$ cat config.mk
export PLATFORM = sky130hd
export DESIGN_NAME = fpu_op_sequencer
export DESIGN_NICKNAME = d
export VERILOG_FILES = /design/src/rtl/fpu_op_sequencer.sv
export SDC_FILE = /design/constraint.sdc
export NUM_CORES = 1
export LEC_CHECK = 0
export BUFFER_PORTS_ARGS = -buffer_cell sky130_fd_sc_hd__buf_4
export CORE_MARGIN = 3
export CORE_UTILIZATION = 41
export DETAILED_ROUTE_END_ITERATION = 10
export PLACE_DENSITY_LB_ADDON = 0.1
export SETUP_SLACK_MARGIN = 0.02
export SYNTH_ARGS = -nofsm -noshare
export SYNTH_HDL_FRONTEND = slang
export SYNTH_SLANG_ARGS = --single-unit
$ cat constraint.sdc
create_clock -name clk -period 3.9 [get_ports clk]
set_input_delay 0.78 -clock clk [delete_from_list [all_inputs] [get_ports clk]]
set_output_delay 0.78 -clock clk [all_outputs]
set_load 0.02 [all_outputs]
$ cat src/rtl/fpu_op_sequencer.sv
// Single-requester sequencer around a combinational FPU: launch, wait out latency, capture, write back.
// Optional one-entry request buffer enabled by the FPU_SEQ_QUEUE_EN macro.
module fpu_op_sequencer #(
    parameter int LATENCY = 3
) (
    input  logic        clk,
    input  logic        rst,
    input  logic        req_valid,
    output logic        req_ready,
    input  logic [3:0]  req_op,
    input  logic [31:0] req_a,
    input  logic [31:0] req_b,
    input  logic [4:0]  req_rd,
    output logic [31:0] fpu_a,
    output logic [31:0] fpu_b,
    output logic [3:0]  fpu_op,
    input  logic [31:0] fpu_result,
    input  logic        fpu_cc,
    input  logic        fpu_invalid,
    input  logic        fpu_overflow,
    input  logic        fpu_underflow,
    output logic        wb_en,
    output logic [4:0]  wb_rd,
    output logic [31:0] wb_data,
    output logic        cc_out,
    output logic        busy,
    output logic [2:0]  flags_sticky,
    input  logic        flags_clr
);
    localparam int LAT_EFF = (LATENCY < 1) ? 1 : LATENCY;
    localparam int CNT_W   = $clog2(LAT_EFF + 1);

    typedef enum logic [1:0] {IDLE = 2'd0, EXEC = 2'd1, DONE = 2'd2} state_t;

    function automatic logic is_write(input logic [3:0] op);
        return (op == 4'b0001) || (op == 4'b0010) || (op == 4'b0110);
    endfunction

    function automatic logic is_cmp(input logic [3:0] op);
        return (op == 4'b0011) || (op == 4'b0100) || (op == 4'b0101) ||
               (op == 4'b0111) || (op == 4'b1000);
    endfunction

    function automatic logic [CNT_W-1:0] op_cnt(input logic [3:0] op);
        return ((op == 4'b0001) || (op == 4'b0010)) ? CNT_W'(LAT_EFF) : CNT_W'(1);
    endfunction

    state_t             state_q, state_d;
    logic [CNT_W-1:0]   cnt_q, cnt_d;
    logic [31:0]        fpu_a_q, fpu_a_d, fpu_b_q, fpu_b_d;
    logic [3:0]         fpu_op_q, fpu_op_d;
    logic [4:0]         rd_q, rd_d;
    logic               wb_en_q, wb_en_d;
    logic [4:0]         wb_rd_q, wb_rd_d;
    logic [31:0]        wb_data_q, wb_data_d;
    logic               cc_q, cc_d;
    logic [2:0]         flags_q, flags_d;

    logic               accept;
    logic               launch;
    logic [3:0]         l_op;
    logic [31:0]        l_a, l_b;
    logic [4:0]         l_rd;
    logic [2:0]         new_flags;

`ifdef FPU_SEQ_QUEUE_EN
    logic               q_full_q, q_full_d;
    logic [3:0]         q_op_q, q_op_d;
    logic [31:0]        q_a_q, q_a_d, q_b_q, q_b_d;
    logic [4:0]         q_rd_q, q_rd_d;

    assign req_ready = (state_q == IDLE) || !q_full_q;
    assign busy      = (state_q != IDLE) || q_full_q;
`else
    assign req_ready = (state_q == IDLE);
    assign busy      = (state_q != IDLE);
`endif

    assign accept = req_valid && req_ready;

    always_comb begin
        state_d   = state_q;
        cnt_d     = cnt_q;
        fpu_a_d   = fpu_a_q;
        fpu_b_d   = fpu_b_q;
        fpu_op_d  = fpu_op_q;
        rd_d      = rd_q;
        wb_en_d   = 1'b0;
        wb_rd_d   = wb_rd_q;
        wb_data_d = wb_data_q;
        cc_d      = cc_q;
        new_flags = 3'b000;
        launch    = 1'b0;
        l_op      = req_op;
        l_a       = req_a;
        l_b       = req_b;
        l_rd      = req_rd;
`ifdef FPU_SEQ_QUEUE_EN
        q_full_d  = q_full_q;
        q_op_d    = q_op_q;
        q_a_d     = q_a_q;
        q_b_d     = q_b_q;
        q_rd_d    = q_rd_q;
`endif
        case (state_q)
            IDLE: begin
                if (accept) launch = 1'b1;
            end
            EXEC: begin
                cnt_d = cnt_q - CNT_W'(1);
                // FPU outputs are only trusted on the last held cycle
                if (cnt_q == CNT_W'(1)) begin
                    state_d   = DONE;
                    new_flags = {fpu_invalid, fpu_overflow, fpu_underflow};
                    if (is_write(fpu_op_q)) begin
                        wb_en_d   = 1'b1;
                        wb_rd_d   = rd_q;
                        wb_data_d = fpu_result;
                    end
                    if (is_cmp(fpu_op_q)) cc_d = fpu_cc;
                end
`ifdef FPU_SEQ_QUEUE_EN
                if (accept) begin
                    q_full_d = 1'b1;
                    q_op_d   = req_op;
                    q_a_d    = req_a;
                    q_b_d    = req_b;
                    q_rd_d   = req_rd;
                end
`endif
            end
            DONE: begin
                state_d = IDLE;
`ifdef FPU_SEQ_QUEUE_EN
                // A buffered op goes first; with an empty buffer a fresh accept launches directly
                if (q_full_q) begin
                    launch   = 1'b1;
                    l_op     = q_op_q;
                    l_a      = q_a_q;
                    l_b      = q_b_q;
                    l_rd     = q_rd_q;
                    q_full_d = 1'b0;
                end else if (accept) begin
                    launch = 1'b1;
                end
`endif
            end
            default: state_d = IDLE;
        endcase

        if (launch) begin
            state_d  = EXEC;
            fpu_a_d  = l_a;
            fpu_b_d  = l_b;
            fpu_op_d = l_op;
            rd_d     = l_rd;
            cnt_d    = op_cnt(l_op);
        end

        // Newly captured flags survive a coincident clear
        flags_d = (flags_clr ? 3'b000 : flags_q) | new_flags;
    end

    always_ff @(posedge clk or posedge rst) begin
        if (rst) begin
            state_q   <= IDLE;
            cnt_q     <= '0;
            fpu_a_q   <= '0;
            fpu_b_q   <= '0;
            fpu_op_q  <= '0;
            wb_en_q   <= 1'b0;
            wb_rd_q   <= '0;
            wb_data_q <= '0;
            cc_q      <= 1'b0;
            flags_q   <= '0;
        end else begin
            state_q   <= state_d;
            cnt_q     <= cnt_d;
            fpu_a_q   <= fpu_a_d;
            fpu_b_q   <= fpu_b_d;
            fpu_op_q  <= fpu_op_d;
            wb_en_q   <= wb_en_d;
            wb_rd_q   <= wb_rd_d;
            wb_data_q <= wb_data_d;
            cc_q      <= cc_d;
            flags_q   <= flags_d;
        end
    end

    always_ff @(posedge clk) begin
        rd_q <= rd_d;
`ifdef FPU_SEQ_QUEUE_EN
        q_op_q <= q_op_d;
        q_a_q  <= q_a_d;
        q_b_q  <= q_b_d;
        q_rd_q <= q_rd_d;
`endif
    end

`ifdef FPU_SEQ_QUEUE_EN
    always_ff @(posedge clk or posedge rst) begin
        if (rst) q_full_q <= 1'b0;
        else     q_full_q <= q_full_d;
    end
`endif

    assign fpu_a        = fpu_a_q;
    assign fpu_b        = fpu_b_q;
    assign fpu_op       = fpu_op_q;
    assign wb_en        = wb_en_q;
    assign wb_rd        = wb_rd_q;
    assign wb_data      = wb_data_q;
    assign cc_out       = cc_q;
    assign flags_sticky = flags_q;

endmodule

=== After elaboration in Yosys (flattened, before gate mapping) ===
Index checks and enable logic that the tools add are counted.

* Flip-flop bits (word level): 119
* Input bits: 113
* Output and inout bits: 112
* Logic and storage cells: 55

* Add/sub/neg operators: 1
* Equality and inequality tests: 14
* Muxes and demuxes: 14
* Bitwise gates (word level): 1
* Reductions and logical operators: 14

{| class="wikitable"
|+ Operators with widths
! cell !! number
|-
| == test 4 x 3 -> 1 bit, second input constant || 4
|-
| == test 4 x 2 -> 1 bit, second input constant || 3
|-
| two-way mux 2 bit || 5
|-
| two-way mux 3 bit || 3
|-
| == test 4 x 1 -> 1 bit, second input constant || 2
|-
| logical OR 1 bit || 7
|-
| AND reduction 3 bit || 2
|-
| two-way mux 1 bit || 5
|-
| == test 2 x 1 -> 1 bit, second input constant || 2
|-
| == test 4 bit, second input constant || 1
|-
| case mux 2 bit (2 select lines) || 1
|-
| nonzero test 2 bit || 2
|-
| != test 3 bit, second input constant || 1
|-
| bitwise OR 3 bit || 1
|-
| zero test 2 bit || 1
|-
| != test 2 x 1 -> 1 bit, second input constant || 1
|-
| AND reduction 2 bit || 1
|-
| subtractor 2 x 1 -> 2 bit, second input constant || 1
|-
| logical AND 1 bit || 1
|}

=== Depth between registers and ports, before layout ===
Gate-level depths: netlist of run 1.

* Word-level depth: 6
* Mapped depth: 7
* Mapped depth without buffers: 5

=== Least setup slack after synthesis of run 1 ===
Ideal clock, no wire load.

* Path kind: input to register
* Start point: input req_valid
* End point: register fpu_b_q[0], in the netlist fpu_b[0]
* Library setup time: 0.125 ns
* Arrival time: 1.768 ns
* Required time: 3.775 ns
* Path slack: 2.007 ns
* Cell stages on the path: 4
* Path buffers: 2
* Cells stage by stage: nor3b_1 clkbuf_1 buf_2 mux2_2

* Cells in the longest elaborated chain, start to end: 3

{| class="wikitable"
|+ RTL lines
! item !! RTL line !! RTL
|-
| start, declared || 8 || <nowiki>input logic req_valid,</nowiki>
|-
| logical AND 1 bit || 79 || <nowiki>assign accept = req_valid && req_ready;</nowiki>
|-
| two-way mux 1 bit || 107 || <nowiki>if (accept) launch = 1'b1;</nowiki>
|-
| two-way mux 1 bit || 105 || <nowiki>case (state_q)</nowiki>
|-
| net launch || 60 || <nowiki>logic launch;</nowiki>
|-
| end signal, assigned || 180 || <nowiki>fpu_b_q <= fpu_b_d;</nowiki>
|-
| end, declared || 50 || <nowiki>logic [31:0] fpu_a_q, fpu_a_d, fpu_b_q, fpu_b_d;</nowiki>
|}

The timed path passes the listed nets, and every way through them passes these cells.
A chain may end at the register's enable or synchronous reset.

=== Final worst setup path of run 1 ===
* Start point: register state_q[0]
* End point: output busy

* Cells in the longest elaborated chain, start to end: 1

{| class="wikitable"
|+ RTL lines
! item !! RTL line !! RTL
|-
| start, declared || 48 || <nowiki>state_t state_q, state_d;</nowiki>
|-
| start signal, assigned || 177 || <nowiki>state_q <= state_d;</nowiki>
|-
| nonzero test 2 bit || 76 || <nowiki>assign busy = (state_q != IDLE);</nowiki>
|-
| end, declared || 26 || <nowiki>output logic busy,</nowiki>
|}

No other way between the ends.

==> summary.txt, run 1 <==
Final layout
  – Fin nets: 613
  – Post-layout util: 66.1%
  – Ant diodes: 0
  – Layout cell share with drive strength beyond 1: 68.8%
  – Layout area overhead: 54.9%
  – Fillers: 808
  – Final Cell Area: 0.00692 mm²

Worst setup path
  – Crit path required time: 3120 ps
  – Crit path depth: 3
  – R2R Path End: wb_data[29]$_DFFE_PP0P_
  – Reg2Reg Setup Slack: 1820 ps
  – Delay of the slowest cell on the worst path: 440 ps
  – Worst r2r src: fpu_op[1]$_DFFE_PP0P_
  – CP Cell Sequence: nor2_1 -> inv_1 -> buf_4
  – CP bufs+invs: 2
  – Crit path from: state_q[0]$_DFFE_PP0P_
  – CP max FO: 6
  – R2R depth: 4
  – Critical path data arrival time: ~1300 ps
  – Critical Path Sink Type: output pin
  – Startpoint types: register
  – Setup CP Type: reg -> out
  – CP top delay family: flip-flops
  – Crit-path slowest cell: dfrtp_1
  – Critical path endpoint: busy

STA
  – Clk_skew: 7.79 ps
  – RSZ-0062 raised after global routing: no
  – Final setup margin: about 1800 ps
  – Fin Setup TNS: 0 ps
  – Max-Slew Margin vs Limit: a little over two fifths
  – Max Clock Freq: approximately 0.47 GHz
  – Final clock period utilization by the worst path: 54.2%
  – Fin. max-slew vios: 0
  – Clock period minus worst slack: about 2100 ps
  – Final setup viols: 0
  – Slew at the pin closest to its max-slew limit: 867 ps
  – Final hold viol count: 0

Routing
  – Vias per inst: 4.74
  – DR vias: 3070
  – Wire length per cell: 16.6 µm
  – First DRT Iteration DRCs: 95
  – Number of routed nets with antenna violations: 0
  – DR pass1 iterations: 4
  – DR DRC count: 0
  – WL final: 10700 µm

Place
  – Placed inst area: 0.00630 mm²
  – Hpwl dp: 7890 µm
  – Dpl ws: 1650 ps
  – Final GP Congestion: 0.697
  – Port bufs: 224

Clock tree
  – Cts hold-fix bufs: 0
  – Clk root buf: clkbuf_8
  – Clk slew on worst S/H paths: 50 ps
  – TritonCTS clock tree: done
  – H-Tree Depth: 4
  – Worst skew pair latency: 500 ps
  – Post-CTS sizing: 0
  – Inserted Clock Buffers: 17
  – Clock Sinks: 119
  – Setup bufs post-CTS: 0
  – Maximum buffer depth of the clock tree: 2

GRT
  – Total Routing Usage GR: 17.9%
  – First-pass GRT wire length: roughly 16000 µm
  – Largest net degree at the start of global routing: 71
  – Vias in the first global route: 3289
  – Grt ovf: 0
  – Initial antenna violation count: 0

Yosys
  – Post-Syn Instances: 264
  – Post-synth top area share: 63.9%
  – Main flop type after synthesis: dfrtp_1
  – Asr flop ratio synth: 95.8%
  – Library cells used by synthesis: 27
  – EDFF count, synth: 5
  – YS warnings: 0
  – Synth Area per Inst: roughly 17 µm²
  – Synth Cell Area: 0.00447 mm²
  – Syn nets: 378
  – Post-synthesis register bit count: 119
  – Yosys top cell by area: dfrtp_1
  – Synth area leaders: dfrtp_1 (64%), mux2_2 (22%), mux2_1 (4.8%), edfxtp_1 (3.4%), buf_2 (0.90%)
  – Register area share after synthesis: 67.2%

Pwr
  – Power density over cell area: around 940 mW/mm²
  – Final total power: about 6.5 mW
  – Peak VDD IR: approximately 0.50 mV
  – Leakage power figure: 3.33 nW

Status
  – Status: complete, no violations

Die
  – Initial Util: between 40% and 50%
  – Die width: 110 µm
  – Die Span Y: approximately 110 µm
  – Core footprint: 0.0105 mm²
  – DIE AREA: 0.0122 mm²
  – Io pins: approximately 230
  – Rows: 37

Job
  – Max-cap violation count: 0

Worst hold path
  – Worst Hold Class: in -> reg
-- flip-flops by register name (all words and copies together), names as in the netlist --
signal / cells
fpu_b: 32
fpu_op: 4
cc_out: 1
fpu_a: 32
wb_rd: 5
flags_sticky: 3
cnt_q: 2
rd_q: 5
wb_en: 1
state_q: 2
wb_data: 32
-- worst register-to-register path, cell delays in order, from the launching register on --
cell and delay, ps:
dfrtp_1 440, or3b_1 440, a211oi_4 200, buf_4 450
mux2_2 430
-- metal layers --
metal,vias to the layer above,global-route usage (%),share of wire [%]
met3,15,7.16,11
met1,1503,20.9,38
met5,-,0,0
met4,0,7.92,1.6
li1,1409,-,-
met2,143,29.1,50
-- logic make-up (layout without fill, tap and decap cells) --
logic type	Yosys count	count (layout)	share of synthesized area (%)
AND/OR/NAND/NOR	10	10	1.57
XOR/XNOR	1	1	0.196
multiplexers	108	108	27.2
adder cells (fa/ha/maj)	1	1	0.280
AO/OA/AOI/OAI	8	8	1.48
buffers and inverters	17	265	2.07
flip-flops	119	119	67.2
-- report_power, final --
| part | internal [mW] | leakage, nW | switching (mW) | total (mW) |
|---|---|---|---|---|
| Combinational | 1.35 | 1.62 | 1.37 | 2.72 |
| Clock | 1.04 | 0.295 | 0.559 | 1.60 |
| Sequential | 1.85 | 1.41 | 0.330 | 2.18 |
-- worst min-delay path by stage --
stage	endpoint	cells past startpoint	startpoint
6_report	rd_q[4]$_DFFE_PP_	1	req_rd[4]
5_1_grt	rd_q[3]$_DFFE_PP_	1	req_rd[3]
4_1_cts	rd_q[3]$_DFFE_PP_	1	req_rd[3]
3_5_place_dp	wb_rd[0]$_DFFE_PP0P_	1	rd_q[0]$_DFFE_PP_
3_3_place_gp	wb_rd[2]$_DFFE_PP0P_	1	rd_q[2]$_DFFE_PP_
2_1_floorplan	wb_rd[0]$_DFFE_PP0P_	1	rd_q[0]$_DFFE_PP_
-- placed cells by master, fill, tap and decap left out --
cell type,count
ha_1,1
o32ai_1,1
clkbuf_8,1
nand2_1,1
nor2_1,1
o21bai_1,1
nand3b_1,2
bufinv_16,4
buf_4,227
a21oi_1,1
a22o_1,3
clkinv_4,4
inv_1,4
clkinv_2,2
mux2i_1,2
xor2_1,1
a31oi_1,1
nand2b_1,1
nor3b_2,1
nor2b_1,1
inv_4,2
dfrtp_1,114
edfxtp_1,5
inv_6,1
mux2_2,87
or3b_2,1
a211oi_4,1
clkinvlp_4,3
mux2_1,19
clkbuf_16,16
buf_12,1
or4b_2,1
or3b_1,1
-- cells in the mapped netlist (2+ instances only) --
library cell,number
dfrtp_1,114
mux2_2,87
mux2_1,19
buf_2,8
edfxtp_1,5
inv_1,5
a22o_1,3
buf_6,2
mux2i_1,2
nand3b_1,2
-- per-stage QoR --
step / cells / hold slack, ps
after floorplan: 264 / 454
after global placement: 616 / 457
after detailed placement: 616 / 466
after CTS: 648 / 426
after global routing: 648 / 421
final: 648 / 456
-- area by class of cell --
| type | instances | area [µm²] | share of cell area [%] |
|---|---|---|---|
| Clock buffer | 17 | 414 | 5.99 |
| Clock inverter | 15 | 203 | 2.93 |
| Inverter | 5 | 21.3 | 0.307 |
| Multi-Input combinational cell | 128 | 1380 | 20.0 |
| Sequential cell | 119 | 3000 | 43.4 |
| Tap cell | 136 | 170 | 2.46 |
| Timing Repair Buffer | 228 | 1720 | 24.9 |
(Power assumes the default switching activity.)
==> run 2: changes to the inputs <==
--- a/config.mk
+++ b/config.mk
@@ -7,7 +7,7 @@
 export LEC_CHECK = 0
 export BUFFER_PORTS_ARGS = -buffer_cell sky130_fd_sc_hd__buf_4
 export CORE_MARGIN = 3
-export CORE_UTILIZATION = 41
+export CORE_UTILIZATION = 45
 export DETAILED_ROUTE_END_ITERATION = 10
 export PLACE_DENSITY_LB_ADDON = 0.1
 export SETUP_SLACK_MARGIN = 0.02
==> constraint.sdc (replaced) <==
create_clock -name clk -period 2 [get_ports clk]
set_input_delay 0.4 -clock clk [delete_from_list [all_inputs] [get_ports clk]]
set_output_delay 0.4 -clock clk [all_outputs]
set_load 0.02 [all_outputs]
==> summary.txt, run 2 (synthesized netlist as in run 1, its figures left out) <==
Status
  – Status: complete, no violations

Final layout
  – Fin nets: around 600
  – Commonest non-fill, non-tap cell in the layout: buf_4
  – Ant diodes: 0
  – Commonest non-fill, non-tap cells in the layout: buf_4 (225), dfrtp_1 (114), mux2_2 (87)
  – Layout cell share with drive strength beyond 1: around 70%
  – Layout area overhead: 54.1%
  – Fillers: slightly below 700

Worst setup path
  – CP max FO: 38
  – CP bufs+invs: 1
  – Setup CP Type: reg -> reg
  – Crit-path slowest cell: dfrtp_1
  – Delay of the slowest cell on the worst path: 430 ps
  – Critical path data arrival time: approximately 2200 ps
  – Crit path required time: between 2000 and 2500 ps
  – CP Cell Sequence: or3b_1 -> a211oi_4 -> buf_12 -> mux2_2
  – Critical Path Sink Type: register
  – CP top delay family: flip-flops
  – Startpoint types: register
  – Reg2Reg Setup Slack: 140 ps

Routing
  – DR DRC count: 0
  – DR pass1 iterations: 4
  – First DRT Iteration DRCs: 152
  – Met3 Wirelength: approximately 1000 µm
  – Number of routed nets with antenna violations: 0
  – WL met2: 5640 µm
  – Top sig layer: met4
  – Wire length per cell: 16.5 µm
  – Vias per inst: 4.76
  – WL final: roughly 11000 µm
  – Metal-1 WL: roughly 3800 µm
  – DR vias: 3054

Place
  – Dpl ws: 130 ps
  – Hpwl dp: 7790 µm
  – Final GP Congestion: 0.734
  – Port bufs: 224

Die
  – Io pins: between 200 and 250
  – Core footprint: 0.00946 mm²
  – Die width: roughly 110 µm
  – Rows: 35
  – DIE AREA: 0.0112 mm²
  – Initial Util: 47.2%
  – Die Span Y: 106 µm

STA
  – Fin. max-slew vios: 0
  – Clock period minus worst slack: 1860 ps
  – Clk_skew: 10.5 ps
  – Final clock period utilization by the worst path: 93.0%
  – Final setup viols: 0
  – Max-Slew Margin vs Limit: a little over two thirds
  – Slew at the pin closest to its max-slew limit: 454 ps
  – Max Clock Freq: 0.538 GHz
  – Final hold viol count: 0
  – Final setup margin: 140 ps
  – RSZ-0062 raised after global routing: no
  – Final hold slack: around 12 ps
  – Fin Setup TNS: 0 ps

Clock tree
  – Post-CTS sizing: 0
  – Clock Sinks: about 120
  – Worst skew pair latency: ~500 ps
  – Inserted Clock Buffers: 17
  – H-Tree Depth: 4
  – Cts hold-fix bufs: 0
  – Clk slew on worst S/H paths: 50 ps
  – Setup bufs post-CTS: 0
  – Clk root buf: clkbuf_8
  – Maximum buffer depth of the clock tree: 2
  – TritonCTS clock tree: done

Pwr
  – Net Sw Frac: 35.5%
  – Power density over cell area: ~1800 mW/mm²
  – Combinational share of power: 43.6%
  – Peak VDD IR: ~0.84 mV
  – Psw: 4.36 mW
  – Leakage power figure: around 3.3 nW
  – Internal power: 7.93 mW
  – Reg power frac: between 30% and 40%
  – Clock share of power: between 20% and 30%

GRT
  – Total Routing Usage GR: 19.8%
  – Initial antenna violation count: 0
  – Largest net degree at the start of global routing: 79
  – First-pass GRT wire length: between 15000 and 20000 µm
  – Vias in the first global route: 3331
  – Grt ovf: 0

Job
  – Max-cap violation count: 0

Worst hold path
  – Worst Hold Class: in -> async
==> run 2: cell types whose count changed in the layout (fill, tap and decap cells not counted) <==
cell        previous run  this run
buf_4                227       225
clkinvlp_4             3         6
inv_6                  1         0
clkinv_4               4         3
clkbuf_8               1         5
buf_12                 1         4
bufinv_16              4         0
inv_4                  2         0
==> run 2: per-stage QoR <==
stage	util [%]	instance area [µm²]	power, mW	cells
floorplan	-	4470	7.21	264
global placement	67.0	6340	9.55	610
detailed placement	67.0	6340	9.72	610
CTS	72.8	6880	12.5	641
global route	72.8	6880	13.0	641
finish	72.8	6880	12.3	641
==> run 2: final timing paths <==
kind | start | to | depth (start not counted)
max | fpu_op[1]$_DFFE_PP0P_ | wb_rd[3]$_DFFE_PP0P_ | 4
min | rst | state_q[1]$_DFFE_PP0P_ | 3
max reg2reg | fpu_op[1]$_DFFE_PP0P_ | wb_rd[3]$_DFFE_PP0P_ | 4
min reg2reg | rd_q[4]$_DFFE_PP_ | wb_rd[4]$_DFFE_PP0P_ | 1
max in group asynchronous | rst | flags_sticky[2]$_DFF_PP0_ | 3
min in group clk | req_rd[0] | rd_q[0]$_DFFE_PP_ | 1
==> run 2: routing by layer <==
| metal | vias up | track usage (%) |
|---|---|---|
| met5 | - | 0 |
| met1 | 1490 | 21.6 |
| met3 | 10 | 9.12 |
| met4 | 0 | 5.64 |
| met2 | 141 | 34.4 |
| li1 | 1413 | - |
==> run 2: tightest hold or removal path, stage by stage <==
cell and delay, ps:
buf_4 120, clkinvlp_4 80, buf_12 330
==> run 2: area by class of cell <==
| class | count | area, µm² | area share [%] |
|---|---|---|---|
| clock buffers | 21 | 469 | 6.82 |
| clock inverters | 10 | 73.8 | 1.07 |
| inverters | 5 | 22.5 | 0.327 |
| multi-input cells | 128 | 1380 | 20.1 |
| flip-flops and latches | 119 | 3000 | 43.6 |
| well taps | 129 | 161 | 2.35 |
| repair buffers | 229 | 1770 | 25.7 |
==> run 2: power by group through the flow <==
stage	sequential (mW)	combinational, mW	clock (mW)
6_report	4.25	5.36	2.68
2_1_floorplan	5.60	1.61	0
5_1_grt	4.44	5.69	2.87
3_3_place_gp	4.23	5.32	0
4_1_cts	4.27	5.45	2.76
3_5_place_dp	4.29	5.43	0
==> run 3: changes to the inputs <==
--- a/config.mk
+++ b/config.mk
@@ -6,7 +6,7 @@
 export NUM_CORES = 1
 export LEC_CHECK = 0
 export BUFFER_PORTS_ARGS = -buffer_cell sky130_fd_sc_hd__buf_4
-export CORE_MARGIN = 3
+export CORE_MARGIN = 1.5
 export CORE_UTILIZATION = 45
 export DETAILED_ROUTE_END_ITERATION = 10
 export PLACE_DENSITY_LB_ADDON = 0.1
==> summary.txt, run 3 (synthesized netlist as in run 1, its figures left out) <==
STA
  – Fin. max-slew vios: 0
  – Max-Slew Margin vs Limit: around 60%
  – Clk_skew: 5.43 ps
  – Final setup margin: ~120 ps
  – RSZ-0062 raised after global routing: no
  – Final setup viols: 0
  – Max Clock Freq: 0.531 GHz
  – Clock period minus worst slack: 1880 ps
  – Slew at the pin closest to its max-slew limit: 623 ps
  – Final hold viol count: 0
  – Fin Setup TNS: 0 ps
  – Final clock period utilization by the worst path: between 90% and 100%

Routing
  – Number of routed nets with antenna violations: 0
  – Vias per inst: between 4 and 5
  – Wire length per cell: 15.9 µm
  – First DRT Iteration DRCs: 82
  – DR DRC count: 0
  – WL final: 10200 µm
  – DR vias: ~3k
  – DR pass1 iterations: 4

Clock tree
  – Inserted Clock Buffers: 17
  – Clock Sinks: 119
  – Worst skew pair latency: 500 ps
  – TritonCTS clock tree: done
  – Cts hold-fix bufs: 0
  – H-Tree Depth: 4
  – Maximum buffer depth of the clock tree: 2
  – Setup bufs post-CTS: 0
  – Post-CTS sizing: 0
  – Clk root buf: clkbuf_8
  – Clk slew on worst S/H paths: 60 ps

Worst setup path
  – CP Cell Sequence: or3b_1 -> a211oi_4 -> buf_12 -> mux2_2
  – CP max FO: 38
  – Setup CP Type: reg -> reg
  – Crit path required time: 2380 ps
  – Critical Path Sink Type: register
  – Startpoint types: register
  – Crit-path slowest cell: dfrtp_1
  – Delay of the slowest cell on the worst path: about 430 ps
  – Critical path data arrival time: roughly 2300 ps

Pwr
  – Psw: 4.31 mW
  – Final total power: 12.6 mW
  – Internal power: 8.30 mW
  – Clock share of power: 24.0%
  – Combinational share of power: 42.3%
  – Reg power frac: 33.7%
  – Peak VDD IR: 1.06 mV
  – Net Sw Frac: 34.2%
  – Leakage power figure: 3.33 nW
  – Power density over cell area: 1820 mW/mm²

GRT
  – Initial antenna violation count: 0
  – Largest net degree at the start of global routing: between 100 and 150
  – Grt ovf: 0
  – Total Routing Usage GR: 19.7%
  – Vias in the first global route: ~3.2k
  – First-pass GRT wire length: 15500 µm

Place
  – Placed inst area: 0.00632 mm²
  – Port bufs: roughly 220
  – Final GP Congestion: 0.731
  – Placed insts: 613
  – Dpl ws: 123 ps
  – Hpwl dp: 7100 µm

Final layout
  – Sequential Area: roughly 0.003 mm²
  – Ant diodes: 0
  – Final Cell Area: 0.00692 mm²
  – Layout area overhead: 55.0%
  – Layout cell share with drive strength beyond 1: 68.0%
  – Commonest non-fill, non-tap cell in the layout: buf_4
  – Fillers: 685
  – Area of the multi-input gates: approximately 0.0014 mm²
  – Finished Layout Cells: 645
  – Commonest non-fill, non-tap cells in the layout: buf_4 (225), dfrtp_1 (114), mux2_2 (87)
  – Fin nets: 613

Job
  – Max-cap violation count: 0

Die
  – Rows: 36
  – Io pins: 225
  – DIE AREA: 0.0105 mm²
  – Initial Util: 46.1%
  – Die Span Y: between 100 and 150 µm
  – Die width: 103 µm
  – Core footprint: 0.00968 mm²

Status
  – Status: complete, no violations

Worst hold path
  – Worst Hold Class: in -> async
## run 3: path summary, 6_finish.rpt
check | startpoint | endpoint | slack (ps) | cells past startpoint
worst max-delay path | fpu_op[1]$_DFFE_PP0P_ | wb_data[25]$_DFFE_PP0P_ | 120 | 4
worst min-delay path | rst | wb_data[29]$_DFFE_PP0P_ | 40 | 3
worst max register to register | fpu_op[1]$_DFFE_PP0P_ | wb_data[25]$_DFFE_PP0P_ | 120 | 4
worst min register to register | rd_q[4]$_DFFE_PP_ | wb_rd[4]$_DFFE_PP0P_ | 480 | 1
max in group asynchronous | rst | wb_data[4]$_DFFE_PP0P_ | 1460 | 3
min in group clk | req_rd[1] | rd_q[1]$_DFFE_PP_ | 70 | 1
## run 3: power by group through the flow
stage	registers (mW)	clock network, mW	logic, mW
floorplan	5.60	0	1.61
global placement	4.22	0	5.28
detailed placement	4.28	0	5.38
CTS	4.27	3.09	5.40
global route	4.43	3.21	5.65
finish	4.26	3.03	5.33
## run 3: layout make-up
type	instances	share of cell area (%)
well taps	133	2.40
clock buffers	24	6.96
inverters	5	0.325
clock inverters	8	1.70
repair buffers	228	25.3
multi-input cells	128	20.0
flip-flops and latches	119	43.4
## run 3: metal layers
metal	up-vias	wire length, µm	track usage, %
li1	1409	-	-
met1	1516	3780	22.4
met2	140	5260	32.6
met4	0	181	8.75
met5	-	0	0
met3	14	1010	8.27
## run 3: metrics by stage
| stage | util (%) | hold WS, ps |
|---|---|---|
| final | 71.5 | 35.3 |
| after detailed placement | 65.3 | 467 |
| after CTS | 71.5 | 48.3 |
| after global placement | 65.3 | 456 |
| after floorplan | - | 454 |
| after global routing | 71.5 | 49.8 |
## run 3: critical path: cells and delay by family, from the launching register on
kind	cells	cell delay (ps)
multiplexers	1	360
AO/OA/AOI/OAI	1	270
buffers and inverters	1	260
AND/OR/NAND/NOR	1	430
flip-flops	1	430
